$ cat src/rtl/fifo_cts_if.sv
// fifo_cts_if: RTS/CTS flit link plus local read grants and FIFO status; err_out only with FIFO_ERR_FLAGS_EN
interface fifo_cts_if #(parameter int DATA_WIDTH = 32);
   logic [DATA_WIDTH-1:0] RX;
   logic [DATA_WIDTH-1:0] Data_out;
   logic DRTS;
   logic CTS;
   logic read_en_N;
   logic read_en_E;
   logic read_en_W;
   logic read_en_S;
   logic read_en_L;
   logic empty_out;
   logic full_out;
`ifdef FIFO_ERR_FLAGS_EN
   logic err_out;
   modport master (
      output RX, DRTS, read_en_N, read_en_E, read_en_W, read_en_S, read_en_L,
      input  CTS, Data_out, empty_out, full_out, err_out
   );
   modport slave (
      input  RX, DRTS, read_en_N, read_en_E, read_en_W, read_en_S, read_en_L,
      output CTS, Data_out, empty_out, full_out, err_out
   );
`else
   modport master (
      output RX, DRTS, read_en_N, read_en_E, read_en_W, read_en_S, read_en_L,
      input  CTS, Data_out, empty_out, full_out
   );
   modport slave (
      input  RX, DRTS, read_en_N, read_en_E, read_en_W, read_en_S, read_en_L,
      output CTS, Data_out, empty_out, full_out
   );
`endif
endinterface

$ cat src/rtl/fifo_cts.sv
// fifo_cts: RTS/CTS input-port flit FIFO with first-word fall-through; FIFO_ERR_FLAGS_EN adds sticky err_out
module fifo_cts #(
   parameter int DATA_WIDTH = 32,
   parameter int DEPTH      = 4
) (
   input logic     clk,
   input logic     rst,
   fifo_cts_if.slave bus
);
   localparam int AW = $clog2(DEPTH);
   localparam logic [AW:0] FULL_CNT = (AW+1)'(DEPTH);

   logic [DATA_WIDTH-1:0] mem [DEPTH];
   logic [AW-1:0]         wr_ptr, rd_ptr;
   logic [AW:0]           count;
   logic                  cts_q;
   logic [4:0]            rd_vec;
   logic                  any_rd, wr, rd;

   assign rd_vec        = {bus.read_en_N, bus.read_en_E, bus.read_en_W, bus.read_en_S, bus.read_en_L};
   assign any_rd        = |rd_vec;
   assign bus.full_out  = count == FULL_CNT;
   assign bus.empty_out = count == '0;
   // ~cts_q blocks a second write of the flit the sender still holds during the CTS cycle
   assign wr            = bus.DRTS & ~cts_q & ~bus.full_out;
   assign rd            = any_rd & ~bus.empty_out;
   assign bus.CTS       = cts_q;
   assign bus.Data_out  = mem[rd_ptr];

   // flit storage, deliberately not cleared by reset
   always_ff @(posedge clk) begin
      if (wr) mem[wr_ptr] <= bus.RX;
   end

   // pointers, occupancy and the one-cycle CTS acknowledgement
   always_ff @(posedge clk or posedge rst) begin
      if (rst) begin
         wr_ptr <= '0;
         rd_ptr <= '0;
         count  <= '0;
         cts_q  <= 1'b0;
      end else begin
         cts_q <= wr;
         if (wr) wr_ptr <= wr_ptr + 1'b1;
         if (rd) rd_ptr <= rd_ptr + 1'b1;
         count <= count + (AW+1)'(wr) - (AW+1)'(rd);
      end
   end

`ifdef FIFO_ERR_FLAGS_EN
   logic err_q;
   assign bus.err_out = err_q;

   // sticky flag for a read grant while empty or for multiple simultaneous grants
   always_ff @(posedge clk or posedge rst) begin
      if (rst) err_q <= 1'b0;
      else     err_q <= err_q | (any_rd & bus.empty_out) | ~$onehot0(rd_vec);
   end
`endif
endmodule
$ cat src/flat_wrapper.sv
// flat-port wrapper written by rule: the top's interface ports become plain ports
module fifo_cts_flat 
#(
   parameter int DATA_WIDTH = 32,
   parameter int DEPTH      = 4
)
  (clk, rst, bus_RX, bus_DRTS, bus_read_en_N, bus_read_en_E, bus_read_en_W, bus_read_en_S, bus_read_en_L, bus_CTS, bus_Data_out, bus_empty_out, bus_full_out);
  fifo_cts_if #(.DATA_WIDTH(DATA_WIDTH)) bus_i ();
  input logic clk;
  input logic rst;
  input wire logic [$bits(bus_i.RX)-1:0] bus_RX;
  input wire logic [$bits(bus_i.DRTS)-1:0] bus_DRTS;
  input wire logic [$bits(bus_i.read_en_N)-1:0] bus_read_en_N;
  input wire logic [$bits(bus_i.read_en_E)-1:0] bus_read_en_E;
  input wire logic [$bits(bus_i.read_en_W)-1:0] bus_read_en_W;
  input wire logic [$bits(bus_i.read_en_S)-1:0] bus_read_en_S;
  input wire logic [$bits(bus_i.read_en_L)-1:0] bus_read_en_L;
  output wire logic [$bits(bus_i.CTS)-1:0] bus_CTS;
  output wire logic [$bits(bus_i.Data_out)-1:0] bus_Data_out;
  output wire logic [$bits(bus_i.empty_out)-1:0] bus_empty_out;
  output wire logic [$bits(bus_i.full_out)-1:0] bus_full_out;
  assign bus_i.RX = bus_RX;
  assign bus_i.DRTS = bus_DRTS;
  assign bus_i.read_en_N = bus_read_en_N;
  assign bus_i.read_en_E = bus_read_en_E;
  assign bus_i.read_en_W = bus_read_en_W;
  assign bus_i.read_en_S = bus_read_en_S;
  assign bus_i.read_en_L = bus_read_en_L;
  assign bus_CTS = bus_i.CTS;
  assign bus_Data_out = bus_i.Data_out;
  assign bus_empty_out = bus_i.empty_out;
  assign bus_full_out = bus_i.full_out;
  fifo_cts #(.DATA_WIDTH(DATA_WIDTH), .DEPTH(DEPTH)) u_core (.clk(clk), .rst(rst), .bus(bus_i));
endmodule
$ cat config.mk
export PLATFORM = sky130hd
export DESIGN_NAME = fifo_cts_flat
export DESIGN_NICKNAME = d
export VERILOG_FILES = /design/src/rtl/fifo_cts_if.sv /design/src/rtl/fifo_cts.sv /design/src/flat_wrapper.sv
export SDC_FILE = /design/constraint.sdc
export NUM_CORES = 1
export LEC_CHECK = 0
export ABC_AREA = 1
export CORE_MARGIN = 8
export CORE_UTILIZATION = 41
export CTS_CLUSTER_SIZE = 40
export DETAILED_ROUTE_END_ITERATION = 7
export REMOVE_ABC_BUFFERS = 1
export SLEW_MARGIN = 10
export SYNTH_ARGS = -nofsm -noshare
export SYNTH_HDL_FRONTEND = slang
export SYNTH_SLANG_ARGS = --single-unit
export TNS_END_PERCENT = 20
$ cat constraint.sdc
create_clock -name clk -period 3.2 [get_ports clk]
set_input_delay 0.64 -clock clk [delete_from_list [all_inputs] [get_ports clk]]
set_output_delay 0.64 -clock clk [all_outputs]
set_load 0.01 [all_outputs]
# Word level (Yosys, flattened, before mapping)
# Memories as Yosys holds them, arrays and structs flattened.
# Cells that the tools add are included.
# classes
bitwise_logic	6
n_mul	0
n_div	0
magnitude_cmp	0
eq_ne	1
n_addsub	4
reduce_logical	2
muxes	2
shift	0
# op_table
operator	n
OR reduction 5 bit	1
adder 2 x 1 -> 2 bit (second input constant)	2
adder 3 x 1 -> 3 bit	1
AND 1 bit	3
equality test 3 bit (second input constant)	1
logical NOT 3 bit	1
NOT 1 bit	3
subtractor 3 x 1 -> 3 bit	1
two-way mux 1 bit	2
# totals
latchBits	0
rom_bits	0
output_inout_bits	35
mem_bits_rw	128
register_bits	8
word_cells	20
input_bits	40
memories	1
# mem_list
name	depth	word_bits	read_ports	rd_clocked_by_memory_dff	write_ports	line_no	text
u_core.mem	4	32	1	0	1	fifo_cts.sv:13	logic [DATA_WIDTH-1:0] mem [DEPTH];

# Logic depth before layout (Yosys ltp)
# Gate-level depths: netlist of run 1.
# logic_depth
depth_word	5
mapped_depth	9
ltp_nobuf	9

# Least setup slack after synthesis of run 1
# Ideal clock, no wire load.
# synth_timing
path_type	input to register
start	input port bus_DRTS
end	memory u_core.mem[0][0], enable pin
slack_ns	0.575
stages	2
required_ns	2.779
n_path_buf	0
arrival_ns	2.203
setup_time_ns	0.421
path_cell_list	nand3_1 -> nor2_1
# synth_via
elab_chain_len	4
# synth_rtl
element	line_no	text
start: declaration	flat_wrapper.sv:12	input wire logic [$bits(bus_i.DRTS)-1:0] bus_DRTS;
AND 1 bit (2 in series)	fifo_cts.sv:25	assign wr = bus.DRTS & ~cts_q & ~bus.full_out;
two-way mux 1 bit	fifo_cts.sv:32	if (wr) mem[wr_ptr] <= bus.RX;
two-way mux 1 bit (not written as such)	fifo_cts.sv:32	
end: declaration	fifo_cts.sv:13	
# Every way passes these cells.

# Worst setup path in the final report of run 1
# layout_timing
start	register u_core.rd_ptr[0]
end	output port bus_Data_out[4]
# layout_via
elab_chain_len	1
# layout_rtl
element	line_no	text
start: declaration	fifo_cts.sv:14	logic [AW-1:0] wr_ptr, rd_ptr;
start signal: assignment	fifo_cts.sv:45	if (rd) rd_ptr <= rd_ptr + 1'b1;
memory read (4 x 32 bit)	-	
end: declaration	flat_wrapper.sv:19	output wire logic [$bits(bus_i.Data_out)-1:0] bus_Data_out;
# Every way passes these cells.

==> flow_summary.yaml, run 1 <==
placement:
  port_buffers: 74
  pre_cts_slack_ns: 0.586
  dp_hpwl_um: 6360
  place_congestion: 0.796
sta:
  fmax_ghz: 0.333
  slew_headroom_pct: 56.7
  rsz0062_at_grt: "no"
  final.min_clock_period_ns: 3.00
  timing.final.crit_share_pct: 93.9
  finalSetupViolCount: 0
  hold_violations: 0
  timing.setup.tns_ns: 0
  tightest_slew_ns: 0.649
  skew_ns: 0.0106
  maxSlewViolCount: 0
  fin_ws_ns: 0.195
clock_network:
  htreeDepth: 4
  cts.sinks: 136
  cts_setup_buffers: 0
  clk_transition_reported_paths_ns: 0.06
  cts_tree: "built"
  cts_hold_buf: 0
  clk_latency_ns: 0.41
  cts_resized: 0
  clockBufferDepth: 2
  cts_buffers: 17
  clockRootBuffer: "clkbuf_16"
yosys:
  yosysTopAreaCell: "edfxtp_1"
  yosysMostFrequentCell: "edfxtp_1"
  synth-edff-count: 128
  synth.avg_cell_area_um2: 14.2
  synth_flop_cell: "edfxtp_1"
  yosysTopAreaCellShare_pct: 73.1
  ys_seq_elements: 136
  yosys-top-cells-area: "edfxtp_1 (73%), nor2_1 (5.0%), o21ai_0 (4.4%)"
  ys_async_sr_fraction_pct: 5.88
  syn_inst: 371
  synth.distinct_cells: 20
  yosys-top-cells-count: "edfxtp_1 (128), nor2_1 (70), o21ai_0 (46)"
  yosysSeqAreaShare_pct: 77.0
  synth_area_mm2: 0.00526
  ys.warnings.count: 0
critical_path:
  path_delay_family: "buffers and inverters"
  rrSetupSlack_ns: 1.15
  rr_worst_depth: 9
  crit_chain: "buf_4 > o21ai_0 > o22ai_1 > clkdlybuf4s50_1"
  cp_max_fo: 66
  cpPeakStageDelay_ns: 0.59
  crit_end: "bus_Data_out[4]"
  cp.depth: 4
  cp.arrival_ns: 2.36
  cp_slowest_cell: "clkdlybuf4s50_1"
  startpoint: "u_core.rd_ptr[0]"
  required_ns: 2.56
  cp-end-kind: "output port"
  reg2reg_to: "u_core.count[2]"
  r2r_start: "u_core.count[1]"
  critPathBufInv: 2
  path_class: "flip-flop to output port"
  worstSetupStartpointType: "flip-flop"
floorplan:
  core_area_mm2: 0.0126
  initial_core_util_pct: 41.8
  ioPinCount: 75
  die-area_mm2: 0.0167
  dieWidth_um: 129
  row_count: 41
  fp.dieH_um: 129
grt:
  antenna_found_initial: 0
  grt_max_degree: 67
  grt_pass1_wl_um: 17400
  grt.total_usage_pct: 14.0
  grt_pass1_vias: 3342
  grt_overflow: 0
layout:
  antenna_cells: 0
  fin_util_pct: 54.9
  drive_gt1_share_pct: 10.5
  nets: 502
  final.fill_count: 1024
  syn2layout_area_growth_pct: 31.3
pwr:
  total_power_mw: 6.99
  p_int_mw: 4.89
  p_clk_share_pct: 33.0
  power_density_mw_per_mm2: 1010
  sequentialPowerShare_pct: 33.8
  power_switching_mw: 2.10
  max-vdd-ir-drop_uv: 435
  p_leak_nw: 2.41
  pwr-share-comb_pct: 33.2
  sw_frac_of_total_pct: 30.0
job:
  cap_violations: 0
route:
  initialDrtViolationCount: 290
  wl_per_cell_um: 17.1
  drtPass1Iterations: 4
  totalWireLength_um: 10900
  postRouteAntennaNets: 0
  viasPerCell: 4.98
  num_vias: 3184
  post-route-drc-count: 0
worst_hold_path:
  hold_class: "input port to async pin"
run_status:
  status: "complete, no violations"
-- power by group through the flow --
stage          clock, mW  sequential (mW)  combinational, mW
2_1_floorplan          0             2.49               1.04
3_3_place_gp           0             2.39               2.34
3_5_place_dp           0             2.40               2.37
4_1_cts             2.34             2.36               2.38
5_1_grt             2.41             2.39               2.59
6_report            2.31             2.36               2.32
-- cell families (layout without fill, tap and decap cells) --
| family | after synthesis | after routing | synth area share [%] |
|---|---|---|---|
| compound gates | 96 | 96 | 9.90 |
| fa+ha+maj | 7 | 7 | 1.81 |
| xor+xnor | 2 | 2 | 0.333 |
| simple gates | 90 | 90 | 6.67 |
| flops | 136 | 136 | 77.0 |
| buf+inv | 40 | 137 | 4.33 |
-- metrics by stage --
step	hold slack [ns]	cell area, µm²	cells
6_report	0.483	6900	640
5_1_grt	0.519	6900	640
4_1_cts	0.483	6900	640
3_5_place_dp	0.522	6200	608
3_3_place_gp	0.522	6200	608
2_1_floorplan	0.456	5100	351
-- per-layer routing --
layer | wire [µm] | vias up | part of all wire, % | track usage, %
met5 | 0 | - | 0 | 0
met4 | 36 | 0 | 0.33 | 4.84
met3 | 891 | 2 | 8.1 | 5.34
met2 | 5190 | 97 | 47 | 21.9
met1 | 4820 | 1554 | 44 | 17.3
li1 | - | 1531 | - | -
-- layout make-up --
type / instances / area [µm²] / share of cell area (%)
sequential: 136 / 4050 / 58.6
multi-input combinational: 195 / 1010 / 14.7
timing repair buffer: 85 / 848 / 12.3
clock buffer: 17 / 425 / 6.16
clock inverter: 15 / 279 / 4.04
tap: 172 / 215 / 3.12
inverter: 20 / 75.1 / 1.09
-- layout by cell type (no fill, tap or decap) --
cell type	count
nor2_1	66
edfxtp_1	128
clkinvlp_4	2
o21ai_1	18
dfrtp_2	1
bufinv_16	8
clkdlybuf4s50_1	74
buf_12	2
nand3_1	6
inv_2	2
nand2_1	12
ha_1	6
dfrtp_1	7
o21ai_0	46
fa_1	1
nor2_4	4
clkbuf_16	17
inv_1	18
xor2_1	1
clkinv_1	1
clkinv_2	4
xnor2_1	1
nand4_1	2
buf_4	9
o22ai_1	32
-- flip-flops by register name (all words and copies together), names as in the netlist --
| register | count |
|---|---|
| u_core.mem | 128 |
| u_core.rd_ptr | 2 |
| u_core.bus.CTS | 1 |
| u_core.count | 3 |
| u_core.wr_ptr | 2 |
-- worst min-delay path by stage --
stage	to	slack [ns]	from
detailed placement	u_core.wr_ptr[1]	0.52	u_core.wr_ptr[1]
floorplan	u_core.bus.CTS	0.46	rst
CTS	u_core.rd_ptr[1]	0.48	rst
global placement	u_core.wr_ptr[1]	0.52	u_core.wr_ptr[1]
finish	u_core.rd_ptr[1]	0.48	rst
global route	u_core.wr_ptr[1]	0.52	rst
(Power assumes the default switching activity.)
==> run 2: changes to the inputs <==
CTS_CLUSTER_DIAMETER = 100   (was default)
SETUP_SLACK_MARGIN = 0.3   (was default)
==> run 2 against run 1 <==
Net effect:
- non-clock buffer count is 1 higher
- clock power hardly changed
- critical path type unchanged
- sequential cell count stayed put
- critical path depth stayed put
- combinational power is 3% higher
- critical endpoint unchanged
- clock skew is 0.0019 ns lower
- count of clock-buffer cells in the layout stayed put
- routed wire length is 2.2% higher
- sequential share of layout area is 0.41 points lower
- utilization is 0.39 points higher
- global-route usage is 0.062 points higher
==> flow_summary.yaml, run 2 (synthesis gave the netlist of run 1 again) <==
clock_network:
  cts_tree: "built"
  cts_buffers: 17
  cts_hold_buf: 0
  cts_setup_buffers: 0
  clockBufferDepth: 2
  clk_transition_reported_paths_ns: 0.06
  clockRootBuffer: "clkbuf_16"
  clk_latency_ns: 0.41
  cts.sinks: 136
  htreeDepth: 4
critical_path:
  cp.arrival_ns: 2.12
  worstSetupStartpointType: "flip-flop"
  cpPeakStageDelay_ns: 0.59
  crit_chain: "buf_12 > o21ai_0 > o22ai_1 > clkdlybuf4s50_1"
  path_class: "flip-flop to output port"
  cp_max_fo: 66
  rr_worst_depth: 9
  critPathBufInv: 2
  cp_slowest_cell: "clkdlybuf4s50_1"
  required_ns: 2.56
  cp.depth: 4
  cp-end-kind: "output port"
  path_delay_family: "buffers and inverters"
sta:
  fmax_ghz: 0.362
  skew_ns: 0.00876
  timing.final.crit_share_pct: 86.4
  maxSlewViolCount: 0
  slew_headroom_pct: 75.0
  finalSetupViolCount: 0
  tightest_slew_ns: 0.375
  hold_violations: 0
  timing.setup.tns_ns: 0
  rsz0062_at_grt: "no"
  final.min_clock_period_ns: 2.76
route:
  num_vias: 3193
  drtPass1Iterations: 5
  postRouteAntennaNets: 0
  wl_per_cell_um: 17.4
  viasPerCell: 4.98
  post-route-drc-count: 0
  totalWireLength_um: 11200
  initialDrtViolationCount: 297
placement:
  dp_hpwl_um: 6360
  place_congestion: 0.796
  port_buffers: 74
  place_area_mm2: 0.00620
layout:
  most-common-layout-cells: "edfxtp_1 (128), clkdlybuf4s50_1 (74), nor2_1 (66)"
  final_common_cell: "edfxtp_1"
  final_cell_area_mm2: 0.00695
  fin_util_pct: 55.3
  largest_register_ffs: 128
  reg.largest.list: "u_core.mem: 128 flops, u_core.count: 3 flops"
  regMostFlops: "u_core.mem"
  syn2layout_area_growth_pct: 32.3
  nets: 503
  drive_gt1_share_pct: 10.7
  antenna_cells: 0
grt:
  antenna_found_initial: 0
  grt_pass1_vias: 3347
  grt_max_degree: 67
  grt_pass1_wl_um: 17500
  grt_overflow: 0
  grt.total_usage_pct: 14.0
floorplan:
  dieWidth_um: 129
  ioPinCount: 75
  core_area_mm2: 0.0126
  initial_core_util_pct: 41.8
  fp.dieH_um: 129
  row_count: 41
  die-area_mm2: 0.0167
pwr:
  power_density_mw_per_mm2: 1020
  max-vdd-ir-drop_uv: 435
  total_power_mw: 7.07
  p_leak_nw: 2.43
job:
  cap_violations: 0
worst_hold_path:
  hold_class: "input port to async pin"
run_status:
  status: "complete, no violations"
-- run 2: where the power goes --
group | internal (mW) | leakage [nW] | total (mW) | switching, mW
registers | 2.28 | 1.26 | 2.38 | 0.0942
logic | 1.06 | 0.826 | 2.39 | 1.33
clock network | 1.61 | 0.340 | 2.31 | 0.701
total | 4.95 | 2.43 | 7.07 | 2.13
-- run 2: worst paths after layout --
check                                   end        startpoint  slack (ns)
min                        u_core.rd_ptr[1]               rst        0.49
max                         bus_Data_out[4]  u_core.rd_ptr[0]        0.44
max reg2reg                 u_core.count[2]   u_core.count[1]        1.16
max in group asynchronous  u_core.rd_ptr[0]               rst        2.45
min in group clk           u_core.wr_ptr[1]  u_core.wr_ptr[1]        0.54
min reg2reg                u_core.wr_ptr[1]  u_core.wr_ptr[1]        0.54
-- run 2: layer usage --
metal | share of wire (%) | track usage [%] | up-vias
li1 | - | - | 1532
met1 | 43 | 17.3 | 1540
met2 | 47 | 22.2 | 114
met3 | 8.5 | 5.34 | 7
met4 | 0.82 | 4.84 | 0
met5 | 0 | 0 | -
-- run 2: area by class of cell --
cell class	count	area, µm²
Timing Repair Buffer	86	890
Tap cell	172	215
Clock inverter	15	279
Inverter	20	82.6
Multi-Input combinational cell	195	1010
Fill cell	1022	5620
Clock buffer	17	425
Sequential cell	136	4050
-- run 2: worst reg2reg max path: stages, from the launching register on --
cell,delay (ns)
dfrtp_1,0.39
inv_1,0.13
nand3_1,0.16
nand2_1,0.15
inv_1,0.05
ha_1,0.27
inv_1,0.04
ha_1,0.18
fa_1,0.38
xor2_1,0.17
-- run 2: per-stage QoR --
| step | cells | hold WS [ns] | setup slack [ns] |
|---|---|---|---|
| final | 641 | 0.486 | 0.436 |
| after global routing | 641 | 0.519 | 0.301 |
| after CTS | 640 | 0.483 | 0.298 |
| after detailed placement | 608 | 0.522 | 0.586 |
| after global placement | 608 | 0.522 | 0.614 |
| after floorplan | 351 | 0.456 | 0.316 |
-- run 2: timing repair --
| item | CTS | global route |
|---|---|---|
| cloned | 0 | 1 |
| hold endpoints to repair | 0 | 0 |
| setup endpoints to repair | 30 | 18 |
| resized for setup | 4 | 3 |
| pin swaps | 0 | 0 |
